### config.mk
export PLATFORM = sky130hd
export DESIGN_NAME = mem_arbiter
export DESIGN_NICKNAME = d
export VERILOG_FILES = /design/src/rtl/mem_arbiter.sv
export SDC_FILE = /design/constraint.sdc
export NUM_CORES = 1
export LEC_CHECK = 0
export ABC_AREA = 1
export ABC_CLOCK_PERIOD_IN_PS = 3300
export CAP_MARGIN = 20
export CORE_MARGIN = 5
export CORE_UTILIZATION = 46
export DETAILED_ROUTE_END_ITERATION = 7
export MAX_ROUTING_LAYER = met4
export PLACE_DENSITY = 0.93
export SLEW_MARGIN = 20
export SYNTH_ARGS = -nofsm -noshare
export SYNTH_HDL_FRONTEND = slang
export SYNTH_SLANG_ARGS = --single-unit
### constraint.sdc
create_clock -name clk -period 3.3 [get_ports clk]
set_input_delay 0.66 -clock clk [delete_from_list [all_inputs] [get_ports clk]]
set_output_delay 0.66 -clock clk [all_outputs]
set_load 0.005 [all_outputs]
### src/rtl/mem_arbiter.sv
// mem_arbiter: two-requester (fetch/data) arbiter for a single 16-bit memory port with fixed-latency access FSM.
// Optional fetch/data alternation under contention is enabled by defining MEM_ARB_FAIR_EN.
module mem_arbiter #(
  parameter int WAIT_CYCLES = 1
) (
  input  logic        clk,
  input  logic        rst,
  input  logic        if_req,
  input  logic [15:0] if_addr,
  output logic [15:0] if_rdata,
  output logic        if_done,
  input  logic        d_req,
  input  logic        d_we,
  input  logic        d_byte,
  input  logic [15:0] d_addr,
  input  logic [15:0] d_wdata,
  output logic [15:0] d_rdata,
  output logic        d_done,
  output logic [15:0] mem_addr,
  output logic [15:0] mem_wdata,
  output logic [1:0]  mem_be,
  output logic        mem_re,
  output logic        mem_we,
  input  logic [15:0] mem_rdata,
  output logic        busy
);
  localparam logic [1:0] IDLE   = 2'd0;
  localparam logic [1:0] ACCESS = 2'd1;
  localparam logic [1:0] DONE   = 2'd2;
  localparam logic [3:0] WC     = 4'(WAIT_CYCLES);
  logic [1:0]  state;
  logic [3:0]  cnt;
  logic        own_d, we_r, byte_r;
  logic [15:0] addr_r, wdata_r, g_addr;
  logic        pick_d, last, acc;
`ifdef MEM_ARB_FAIR_EN
  logic fair;
  assign pick_d = d_req && !(if_req && fair);
`else
  assign pick_d = d_req;
`endif
  assign g_addr = pick_d ? d_addr : if_addr;
  assign last   = cnt == WC;
  assign acc    = state == ACCESS;
  assign mem_addr  = {addr_r[15:1], 1'b0};
  assign mem_wdata = wdata_r;
  // Lane enables are derived from the latched request so the port never sees live requester inputs
  assign mem_be  = !acc ? 2'b00 : !byte_r ? 2'b11 : addr_r[0] ? 2'b10 : 2'b01;
  assign mem_re  = acc && !we_r;
  assign mem_we  = acc && we_r;
  assign if_done = state == DONE && !own_d;
  assign d_done  = state == DONE && own_d;
  assign busy    = state != IDLE;
  always_ff @(posedge clk) begin
    if (rst) begin
      state    <= IDLE;
      cnt      <= 4'd0;
      own_d    <= 1'b0;
      we_r     <= 1'b0;
      byte_r   <= 1'b0;
      addr_r   <= 16'h0000;
      wdata_r  <= 16'h0000;
      if_rdata <= 16'h0000;
      d_rdata  <= 16'h0000;
`ifdef MEM_ARB_FAIR_EN
      fair     <= 1'b0;
`endif
    end else begin
      case (state)
        IDLE: if (d_req || if_req) begin
          state  <= ACCESS;
          cnt    <= 4'd0;
          own_d  <= pick_d;
          we_r   <= pick_d && d_we;
          byte_r <= pick_d && d_byte;
          addr_r <= g_addr;
          if (pick_d) wdata_r <= d_byte ? {2{d_wdata[7:0]}} : d_wdata;
`ifdef MEM_ARB_FAIR_EN
          fair   <= pick_d;
`endif
        end
        ACCESS: begin
          cnt <= cnt + 4'd1;
          if (last) begin
            state <= DONE;
            if (own_d) d_rdata <= !byte_r ? mem_rdata : {8'h00, addr_r[0] ? mem_rdata[15:8] : mem_rdata[7:0]};
            else if_rdata <= mem_rdata;
          end
        end
        default: state <= IDLE;
      endcase
    end
  end
endmodule
# Yosys cells after proc, flatten, opt, wreduce, memory -nomap -nowiden
# Cells that the tools add are included.
dict set report word_totals {
  wordCells 46
  out_inout_bits 71
  input_bits 70
  ff_bits 73
}
dict set report classes {
  bitwise 1
  n_mux 12
  n_eq_ne 5
  n_reduce_logical 18
  add_sub_neg 1
}
# op n
set ops {}
lappend ops {{two-way mux 16 bit} 3}
lappend ops {{two-way mux 2 bit} 5}
lappend ops {{AND reduction 3 bit} 3}
lappend ops {{two-way mux 8 bit} 1}
lappend ops {{one-hot mux 4 bit (2 select lines)} 1}
lappend ops {{logical AND 1 bit} 6}
lappend ops {{AND reduction 2 bit} 3}
lappend ops {{adder 4 x 1 -> 4 bit, second input constant} 1}
lappend ops {{equality test 4 x 1 -> 1 bit, second input constant} 1}
lappend ops {{two-way mux 4 bit} 1}
lappend ops {{!= test 2 bit, second input constant} 2}
lappend ops {{one-hot mux 2 bit (2 select lines)} 1}
lappend ops {{nonzero test 2 bit} 2}
lappend ops {{equality test 2 x 1 -> 1 bit, second input constant} 1}
lappend ops {{equality test 2 bit, second input constant} 1}
lappend ops {{logical NOT 1 bit} 2}
lappend ops {{logical NOT 2 bit} 1}
lappend ops {{logical OR 1 bit} 1}
lappend ops {{NOT 1 bit} 1}

# Depth between registers and ports, before layout
dict set report logic_depth {
  ltp_word 3
  mapped_depth 7
  ltp_nobuf 7
}

# Worst setup path after synthesis
# No wires, ideal clock.
dict set report synth_path {
  path_kind {flip-flop to output port}
  from {register state[0]}
  to {output port mem_be[0]}
  path_stages_with_launch 6
  n_path_buf 1
  arrival_ns 0.913
  required_time_ns 2.640
  setup_slack_ns 1.727
  cell_sequence {dfxtp_1 inv_2 nor2_4 inv_2 clkbuf_1 a21oi_1}
}
dict set report synth_via {
  elab_chain_len 2
}
# item line_no
set synth_rtl {}
lappend synth_rtl {{start, declared} 31} ;# logic [1:0] state;
lappend synth_rtl {{start signal, assigned} 56} ;# state <= IDLE;
lappend synth_rtl {{start signal, assigned} 71} ;# state <= ACCESS;
lappend synth_rtl {{start signal, assigned} 85} ;# state <= DONE;
lappend synth_rtl {{equality test 2 x 1 -> 1 bit} 44} ;# assign acc = state == ACCESS;
lappend synth_rtl {{two-way mux 2 bit} 48} ;# assign mem_be = !acc ? 2'b00 : !byte_r ? 2'b11 : addr_r[0] ? 2'b10 : 2'b01;
lappend synth_rtl {{end, declared} 21} ;# output logic [1:0] mem_be,
# No other way between the ends.

# Worst setup path in the final report
# Ends and elaborated chain as after synthesis.

==> qor.yml <==
run_status: "complete, no violations"
synth_area_sq_um: 3430
post_route_cells_drive_above_1_share: 0.0417
timing.final.crit_share: 0.786
report.final.slew_viol_count: 0
worstSkewPairLatency_ns: 0.34
cts_made_buffers: 9
die_x_um: 96.4
n_antenna_cell: 0
place_area_sq_um: 4730
die-area_sq_um: 9290
vias_per_cell: 4.71
rsz0062_at_grt: "no"
syn_inst: 532
setup_viol_count_final: 0
dpl.hpwl_um: 7430
startpoint_class_of_the_critical_path: "register"
hold_path_class: "register to register"
antenna_viol_nets_final: 0
layout.nets: 715
synthToLayoutAreaGrowth_pct: 43.4
cts_max_level: 3
syn-num-nets: 604
chipHeight_um: 96.4
fin_tns_setup_ns: 0
maxCapViolCount: 0
leakagePower_nw: 2.26
cts_post_setup_buffers_inserted: 0
cts.sink_count: 73
grt_overflow_total: 0
post_drt_wl_per_cell_um: 13.1
clk_root_buffer_cell: "sky130_fd_sc_hd__clkbuf_8"
ioPinCount: 141
ctsHoldBuffers: 0
drc: 0
core_area_sq_um: 7250
clock_path_buffers: 2
power.total_mw: 2.12
slew-limit-headroom: 0.646
final_core_utilization: 0.678
groute.usage.overall: 0.215
register_area_share_after_synthesis: 0.426
post_synth_num_cell_types: 24
cts-resized-gates: 0
timing.clock.skew_ns: 0.0106
crit_type: "register to output port"
summed_area_of_non_filler_cells_in_the_final_layout_sq_um: 4920
crit_path_max_fanout: 14
first_iter_violations: 186
port_buffer_cells: 139
detail_route.wirelength_um: 9760
largest_net_degree_at_the_start_of_global_routing: 58
worstSetupEndpointType: "output port"
worstMarginPinSlew_ns: 0.531
antenna_found_initial: 0
post-route-min-period_ns: 2.59
critPathArrivalTime_ns: 1.93
final_hold_viol_count: 0
clock.fmax_mhz: 386
initial_utilization: 0.473
vias: 3515
first_global_vias: 3319
r2r.worst_path.cells: 5
detail_route.first_pass.iterations: 4
vdd_ir_drop_max_mv: 0.250
syn_avg_cell_area_sq_um: 6.45
tritoncts: "done"
clkTransAtPathRegs_ns: 0.07
global_route_wire_length_before_repair_um: 15200
yosys_register_bits: 73
synth-warning-count: 0
power_density_nw_per_um2: 432
std_cell_rows: 31
required_ns: 2.64
finalWeightedCongestion: 0.904
min_delay_path_depth: 2
[synth_stat cells (all sizes together)]
| cell | instances | area [sq um] |
|---|---|---|
| conb | 1 | 3.75 |
| a21oi | 17 | 85.1 |
| nor3 | 2 | 10.0 |
| clkbuf | 14 | 52.6 |
| ha | 2 | 25.0 |
| xor2 | 1 | 8.76 |
| inv | 47 | 176 |
| or2 | 1 | 6.26 |
| o21ai | 36 | 184 |
| nand4 | 10 | 68.8 |
| nor2 | 122 | 470 |
| nand2 | 162 | 608 |
| dfxtp | 73 | 1460 |
| buf | 30 | 199 |
| nand3 | 13 | 65.1 |
| nor4 | 1 | 6.26 |
[report_power, final]
| group | switching (mW) | leakage, nW | internal, mW |
|---|---|---|---|
| Clock | 0.307 | 0.0974 | 0.369 |
| Combinational | 0.215 | 1.56 | 0.243 |
| Sequential | 0.0462 | 0.597 | 0.944 |
[layout by cell type, fill, tap and decap left out, types with 2 or more instances in the layout]
master and count:
sky130_fd_sc_hd__dfxtp_1 73, sky130_fd_sc_hd__buf_4 5, sky130_fd_sc_hd__inv_1 43, sky130_fd_sc_hd__clkbuf_1 3
sky130_fd_sc_hd__nor2_2 2, sky130_fd_sc_hd__a21oi_1 17, sky130_fd_sc_hd__nand4_1 9, sky130_fd_sc_hd__nor3_1 2
sky130_fd_sc_hd__nor2_1 119, sky130_fd_sc_hd__inv_2 4, sky130_fd_sc_hd__nand3_1 13, sky130_fd_sc_hd__clkinv_2 2
sky130_fd_sc_hd__clkdlybuf4s50_1 139, sky130_fd_sc_hd__o21ai_0 34, sky130_fd_sc_hd__clkbuf_8 10, sky130_fd_sc_hd__ha_1 2
sky130_fd_sc_hd__nand2_1 162
[critical path: stages (launching register included)]
cell and delay, ns:
sky130_fd_sc_hd__dfxtp_1 0.40, sky130_fd_sc_hd__inv_2 0.06, sky130_fd_sc_hd__nor2_4 0.26, sky130_fd_sc_hd__inv_2 0.18, sky130_fd_sc_hd__a21oi_1 0.17, sky130_fd_sc_hd__clkdlybuf4s50_1 0.53
[layout make-up]
type                    instances  area, sq um
flip-flops and latches         73         1460
clock buffers                  13          149
well taps                      99          124
multi-input cells             368         1540
repair buffers                144         1430
clock inverters                 3         40.0
inverters                      47          176
fillers                       617         2330
[state kept, by name (all words and copies together), names as in the netlist]
register / cells
if_rdata: 16
state: 2
addr_r: 16
mem_wdata: 16
byte_r: 1
we_r: 1
cnt: 4
own_d: 1
d_rdata: 16
[cells by family after synthesis]
group / Yosys count / share of synthesized area
XOR/XNOR: 1 / 0.00255
buffers and inverters: 91 / 0.125
other: 1 / 0.00109
flip-flops: 73 / 0.426
AND/OR/NAND/NOR: 311 / 0.360
adder cells (fa/ha/maj): 2 / 0.00729
AO/OA/AOI/OAI: 53 / 0.0784
[final timing paths]
check / from / endpoint / slack [ns]
worst max-delay path: state[0] / mem_be[0] / 0.71
worst min-delay path: mem_wdata[15] / mem_wdata[15] / 0.47
worst max register to register: state[0] / mem_wdata[11] / 1.66
worst min register to register: mem_wdata[15] / mem_wdata[15] / 0.47
[stage by stage]
stage               std cells  hold slack, ns  worst slack, ns
floorplan                 532           0.456             1.73
detailed placement        731           0.460            0.884
global route              747           0.492            0.557
global placement          731           0.456            0.991
finish                    747           0.473            0.706
CTS                       747           0.475            0.692
[routing by layer]
metal | routed length, um | track usage | vias to the layer above
met1 | 4070 | 0.254 | 1567
met3 | 500 | 0.0258 | 17
li1 | - | - | 1829
met2 | 4990 | 0.370 | 102
met5 | 0 | - | -
met4 | 198 | 0.0911 | 0
Power figures use the tool's default switching activity.
